File: src/rtl/udp_imem_loader.sv
// udp_imem_loader: reads a framed program image out of the UDP receive buffer,
// validates the header, copies the payload into instruction memory and checks a
// running 32-bit sum. The CPU is kept in reset until a load completes cleanly.
module udp_imem_loader #(
    parameter int          BUF_AW  = 9,
    parameter int          IMEM_AW = 10,
    parameter logic [31:0] MAGIC   = 32'h52563332
) (
    input  logic               clock,
    input  logic               rst,
    input  logic               rx_finish,
    output logic               buf_rd_en,
    output logic [BUF_AW-1:0]  buf_rd_addr,
    input  logic [31:0]        buf_rd_data,
    output logic               imem_wr_en,
    output logic [IMEM_AW-1:0] imem_wr_addr,
    output logic [31:0]        imem_wr_data,
    output logic               cpu_rst_hold,
    output logic               load_done,
    output logic               load_err,
    output logic [1:0]         err_code,
    output logic [15:0]        word_count
);

    typedef enum logic [2:0] {IDLE, HDR0, HDR1, PAYLOAD, CSUM, DONE, ERR} state_e;

    state_e               state_q, state_d;
    logic                 rx_prev_q, rx_prev_d;
    logic                 rd_en_q, rd_en_d;
    logic [BUF_AW-1:0]    rd_addr_q, rd_addr_d;
    logic                 rd_vld_q, rd_vld_d;
    logic [15:0]          base_q, base_d;
    logic [15:0]          len_q, len_d;
    logic [15:0]          pay_idx_q, pay_idx_d;
    logic [31:0]          sum_q, sum_d;
    logic                 wr_en_q, wr_en_d;
    logic [IMEM_AW-1:0]   wr_addr_q, wr_addr_d;
    logic [31:0]          wr_data_q, wr_data_d;
    logic                 hold_q, hold_d;
    logic                 done_q, done_d;
    logic                 err_q, err_d;
    logic [1:0]           code_q, code_d;
    logic [15:0]          cnt_q, cnt_d;

    logic                 start;
    logic [15:0]          hdr_base, hdr_len;
    logic                 hdr_bad;
    logic                 rd_last;

    // A load starts only on a fresh rising edge while no load is in flight.
    assign start    = rx_finish && !rx_prev_q && (state_q inside {IDLE, DONE, ERR});
    assign hdr_base = buf_rd_data[31:16];
    assign hdr_len  = buf_rd_data[15:0];
    // Frame must carry payload, fit in the buffer with its 3 overhead words, and fit in imem.
    assign hdr_bad  = (hdr_len == 16'd0)
                   || ({16'd0, hdr_len} + 32'd3 > (32'd1 << BUF_AW))
                   || ({16'd0, hdr_base} + {16'd0, hdr_len} > (32'd1 << IMEM_AW));
    // Length is only known from PAYLOAD on; before that the address (<=2) cannot be the last one.
    assign rd_last  = (state_q == PAYLOAD || state_q == CSUM)
                   && ({{(16-BUF_AW){1'b0}}, rd_addr_q} == len_q + 16'd2);

    // State register plus all datapath/output flops; reset aborts a load instantly.
    // NOTE: sequential state uses non-blocking assignments so every flop samples pre-edge values.
    always_ff @(posedge clock or posedge rst) begin
        if (rst) begin
            state_q   <= IDLE;
            rx_prev_q <= 1'b0;
            rd_en_q   <= 1'b0;
            rd_addr_q <= '0;
            rd_vld_q  <= 1'b0;
            base_q    <= '0;
            len_q     <= '0;
            pay_idx_q <= '0;
            sum_q     <= '0;
            wr_en_q   <= 1'b0;
            wr_addr_q <= '0;
            wr_data_q <= '0;
            hold_q    <= 1'b1;
            done_q    <= 1'b0;
            err_q     <= 1'b0;
            code_q    <= '0;
            cnt_q     <= '0;
        end else begin
            state_q   <= state_d;
            rx_prev_q <= rx_prev_d;
            rd_en_q   <= rd_en_d;
            rd_addr_q <= rd_addr_d;
            rd_vld_q  <= rd_vld_d;
            base_q    <= base_d;
            len_q     <= len_d;
            pay_idx_q <= pay_idx_d;
            sum_q     <= sum_d;
            wr_en_q   <= wr_en_d;
            wr_addr_q <= wr_addr_d;
            wr_data_q <= wr_data_d;
            hold_q    <= hold_d;
            done_q    <= done_d;
            err_q     <= err_d;
            code_q    <= code_d;
            cnt_q     <= cnt_d;
        end
    end

    // Next-state: walk the frame word by word as buffer data returns.
    // NOTE: the default assignment up front keeps this combinational block latch-free.
    always_comb begin
        state_d = state_q;
        case (state_q)
            IDLE, DONE, ERR: if (start) state_d = HDR0;
            HDR0:            if (rd_vld_q) state_d = (buf_rd_data == MAGIC) ? HDR1 : ERR;
            HDR1:            state_d = hdr_bad ? ERR : PAYLOAD;
            PAYLOAD:         if (pay_idx_q == len_q - 16'd1) state_d = CSUM;
            CSUM:            state_d = (buf_rd_data == sum_q) ? DONE : ERR;
            default:         state_d = IDLE;
        endcase
    end

    // Outputs/datapath: read issue, header capture, imem writes, sum and status.
    always_comb begin
        rx_prev_d = rx_finish;
        rd_en_d   = rd_en_q;
        rd_addr_d = rd_addr_q;
        rd_vld_d  = rd_en_q;
        base_d    = base_q;
        len_d     = len_q;
        pay_idx_d = pay_idx_q;
        sum_d     = sum_q;
        wr_en_d   = 1'b0;
        wr_addr_d = wr_addr_q;
        wr_data_d = wr_data_q;
        hold_d    = hold_q;
        done_d    = done_q;
        err_d     = err_q;
        code_d    = code_q;
        cnt_d     = cnt_q;

        if (start) begin
            rd_en_d   = 1'b1;
            rd_addr_d = '0;
            pay_idx_d = '0;
            sum_d     = '0;
            hold_d    = 1'b1;
            done_d    = 1'b0;
            err_d     = 1'b0;
            code_d    = 2'd0;
            cnt_d     = '0;
        end else if (rd_en_q) begin
            if (rd_last) rd_en_d   = 1'b0;
            else         rd_addr_d = rd_addr_q + 1'b1;
        end

        case (state_q)
            HDR0: if (rd_vld_q && buf_rd_data != MAGIC) code_d = 2'd1;
            HDR1: begin
                base_d = hdr_base;
                len_d  = hdr_len;
                if (hdr_bad) code_d = 2'd2;
            end
            PAYLOAD: begin
                wr_en_d   = 1'b1;
                wr_addr_d = IMEM_AW'(base_q + pay_idx_q);
                wr_data_d = buf_rd_data;
                sum_d     = sum_q + buf_rd_data;
                cnt_d     = cnt_q + 16'd1;
                pay_idx_d = pay_idx_q + 16'd1;
            end
            CSUM: if (buf_rd_data != sum_q) code_d = 2'd3;
            default: ;
        endcase

        if (state_d == ERR && state_q != ERR) begin
            err_d   = 1'b1;
            done_d  = 1'b0;
            hold_d  = 1'b1;
            rd_en_d = 1'b0;
        end
        if (state_d == DONE && state_q != DONE) begin
            done_d = 1'b1;
            err_d  = 1'b0;
            hold_d = 1'b0;
        end
    end

    assign buf_rd_en    = rd_en_q;
    assign buf_rd_addr  = rd_addr_q;
    assign imem_wr_en   = wr_en_q;
    assign imem_wr_addr = wr_addr_q;
    assign imem_wr_data = wr_data_q;
    assign cpu_rst_hold = hold_q;
    assign load_done    = done_q;
    assign load_err     = err_q;
    assign err_code     = code_q;
    assign word_count   = cnt_q;

endmodule

File: config.mk
export PLATFORM = sky130hd
export DESIGN_NAME = udp_imem_loader
export DESIGN_NICKNAME = d
export VERILOG_FILES = /design/src/rtl/udp_imem_loader.sv
export SDC_FILE = /design/constraint.sdc
export NUM_CORES = 1
export LEC_CHECK = 0
export BUFFER_PORTS_ARGS = -buffer_cell sky130_fd_sc_hd__buf_2
export CAP_MARGIN = 20
export CORE_AREA = 8 8 180 182
export DETAILED_ROUTE_END_ITERATION = 8
export DIE_AREA = 0 0 188 190
export PLACE_DENSITY = 0.54
export SETUP_SLACK_MARGIN = 0.1
export SLEW_MARGIN = 20
export SYNTH_ARGS = -nofsm -noshare
export SYNTH_HDL_FRONTEND = slang
export SYNTH_SLANG_ARGS = --single-unit
File: constraint.sdc
create_clock -name clock -period 9.9 [get_ports clock]
set_clock_uncertainty 0.05 [all_clocks]
set_input_delay 0.99 -clock clock [delete_from_list [all_inputs] [get_ports clock]]
set_output_delay 0.99 -clock clock [all_outputs]
set_load 0.02 [all_outputs]
==> impl_metrics.env <==
export IMPL_hold_viol_final=0
export IMPL_post_cts_setup_buffers=0
export IMPL_portBuffers=108
export IMPL_layout_commonest_cell="nand2_1"
export IMPL_core_um2=29400
export IMPL_ys_top_cells_by_area="dfrtp_1 (37%), ha_1 (7.6%), nand2_1 (6.8%)"
export IMPL_syn2layout_area_growth_pct=14.1
export IMPL_pre_cts_ws_ps=5670
export IMPL_crit_type="primary input to flop"
export IMPL_grt_pass1_vias=8644
export IMPL_fmax_mhz=267
export IMPL_period_needed_ps=3750
export IMPL_dpl_hpwl_um=22200
export IMPL_cts_tree="yes"
export IMPL_n_fill_cell=3001
export IMPL_peakVddDrop_v=0.000161
export IMPL_fin_ws_ps=6150
export IMPL_drive_gt1_share_pct=15.7
export IMPL_finalSetupViolations=0
export IMPL_top_layer="met4"
export IMPL_die_y_um=190
export IMPL_status="finished, final reports clean"
export IMPL_drc_errors=0
export IMPL_tightest_slew_ps=1060
export IMPL_cp_required_ps=10170
export IMPL_cts_buffers_inserted=17
export IMPL_antenna_found_initial=2
export IMPL_wl_met1_um=14100
export IMPL_p_leak_nw=5.20
export IMPL_final_antenna_net_count=0
export IMPL_path_clk_slew_ps=70
export IMPL_synth_nets=1260
export IMPL_via_per_inst=5.34
export IMPL_drt_wirelength_per_cell_um=18.6
export IMPL_rows=63
export IMPL_hp_class="flop to flop"
export IMPL_pin_count=109
export IMPL_syn_area_um2=10200
export IMPL_cts_sinks=153
export IMPL_p_per_area_nw_per_um2=286
export IMPL_rsz0062_at_grt="no"
export IMPL_design_die_area_um2=35700
export IMPL_grt_start_max_net_pins=88
export IMPL_relSlewSlack_pct=28.7
export IMPL_grt_first_pass_wirelength_um=48600
export IMPL_crit_fanout=7
export IMPL_die_x_um=188
export IMPL_synthFlopType="dfrtp_1"
export IMPL_ys_async_sr_fraction_pct=100
export IMPL_cts_root_buf="clkbuf_16"
export IMPL_final_cell_mix="nand2_1 (183), dfrtp_1 (152), buf_2 (108)"
export IMPL_wl_met3_um=1210
export IMPL_totalWireLength_um=30500
export IMPL_insertion_delay_ps=440
export IMPL_synth_edf_count=0
export IMPL_synth_top_area_share_pct=37.4
export IMPL_start_kind="primary input"
export IMPL_cts_resized_gates=0
export IMPL_yosys_area_top_type="dfrtp_1"
export IMPL_r2r_slack_ps=6340
export IMPL_nets=1335
export IMPL_clock_path_buffers=2
export IMPL_fin_tns_setup_ps=0
export IMPL_crit_path_end_kind="flop"
export IMPL_h_tree_depth=4
export IMPL_syn_inst=1160
export IMPL_overflow=0
export IMPL_start_util_pct=34.6
export IMPL_yosysUniqueCellTypes=81
export IMPL_cap_viol_max_count=0
export IMPL_dr_pass1_iters=5
export IMPL_synth_seq_cells=153
export IMPL_grt_usage_pct=17.1
export IMPL_drtIter0Drc=430
export IMPL_fin_crit_sh_pct=37.9
export IMPL_route_vias_total=8751
export IMPL_cts_hold_repair_buffers=0
export IMPL_gpl_final_weighted_congestion=0.905
export IMPL_routed_wl_met2_um=14800
export IMPL_finalMaxSlewViolations=0
export IMPL_worstPathArrival_ps=4030
export IMPL_ys_seq_area_share_pct=37.7
export IMPL_ys_warn_count=0
export IMPL_syn_mean_instance_area_um2=8.77
==> per-stage QoR <==
step                      area [um^2]  util (%)  power, mW  hold slack, ps  std cells
after floorplan                 10200         -       2.23             404       1160
after global placement          11000      37.5       2.65             404       1606
after detailed placement        11000      37.5       2.68             407       1606
after CTS                       11600      39.5       3.35             424       1638
after global routing            11600      39.5       3.59             438       1638
final                           11600      39.5       3.32             419       1639
==> state kept, by name, summed over array words and instances, names as in the netlist, 2 cells and up <==
register	count
base_q	10
buf_rd_addr	9
imem_wr_data	32
len_q	16
state_q	3
word_count	16
sum_q	32
imem_wr_addr	10
pay_idx_q	16
err_code	2
==> where the power goes <==
group          switching [mW]  total (mW)  internal [mW]
combinational           0.949        1.59          0.641
clock                   0.301       0.658          0.357
sequential              0.210        1.07          0.857
==> routing by layer <==
metal	up-vias	track usage (%)
li1	4316	-
met1	4243	22.2
met2	163	28.9
met3	29	3.22
met4	0	4.64
met5	-	0
==> path summary, 6_finish.rpt <==
check                                startpoint               to  depth (start not counted)
worst min-delay path            imem_wr_data[2]  imem_wr_data[2]                          2
worst max register to register       state_q[1]     pay_idx_q[4]                          9
min in group asynchronous                   rst   buf_rd_addr[5]                          2
max in group asynchronous                   rst  imem_wr_addr[5]                          3
worst max-delay path             buf_rd_data[0]      err_code[1]                         12
worst min register to register  imem_wr_data[2]  imem_wr_data[2]                          2
==> cells by family (layout without fill, tap and decap cells) <==
group	after synthesis	count (layout)	synth area share [%]
xor+xnor	89	89	7.66
other cells	0	1	0
fa+ha+maj	65	65	8.22
flops	153	153	37.7
buf+inv	91	179	3.59
simple gates	437	437	21.1
compound gates	296	296	18.6
mux	29	29	3.11
==> worst max-delay path, cell delays in order <==
cell and delay (ps):
buf_2 150, ha_1 250, fa_1 410, a21oi_1 250
o211ai_1 160, a21oi_1 280, o21ai_1 170, and4b_1 200
nor4_1 260, nor4b_2 380, nor2b_1 210, a311o_1 310
==> layout make-up <==
| cell class | count | area, um^2 | share of cell area (%) |
|---|---|---|---|
| Multi-Input combinational cell | 916 | 5980 | 51.6 |
| Sequential cell | 153 | 3830 | 33.0 |
| Clock inverter | 15 | 156 | 1.35 |
| Clock buffer | 17 | 425 | 3.67 |
| Tap cell | 390 | 488 | 4.20 |
| Inverter | 32 | 125 | 1.08 |
| Timing Repair Buffer | 115 | 593 | 5.11 |
| Antenna cell | 1 | 2.50 | 0.0216 |
==> synth_stat cells (10+ instances only) <==
cell type,n
nand4_1,17
xor2_1,46
a21oi_1,59
a21o_1,24
a31oi_1,13
o31ai_1,13
o21ai_1,13
nor2_1,67
and3_1,16
o211ai_1,17
nand2_1,183
o21bai_1,11
nor2b_1,10
mux2_2,21
dfrtp_1,152
clkbuf_1,46
nor3_1,16
ha_1,62
nor4_1,14
xnor2_1,43
nand3_1,54
o21ai_0,92
inv_1,31
No activity file was read; power rests on OpenSTA's default activity.
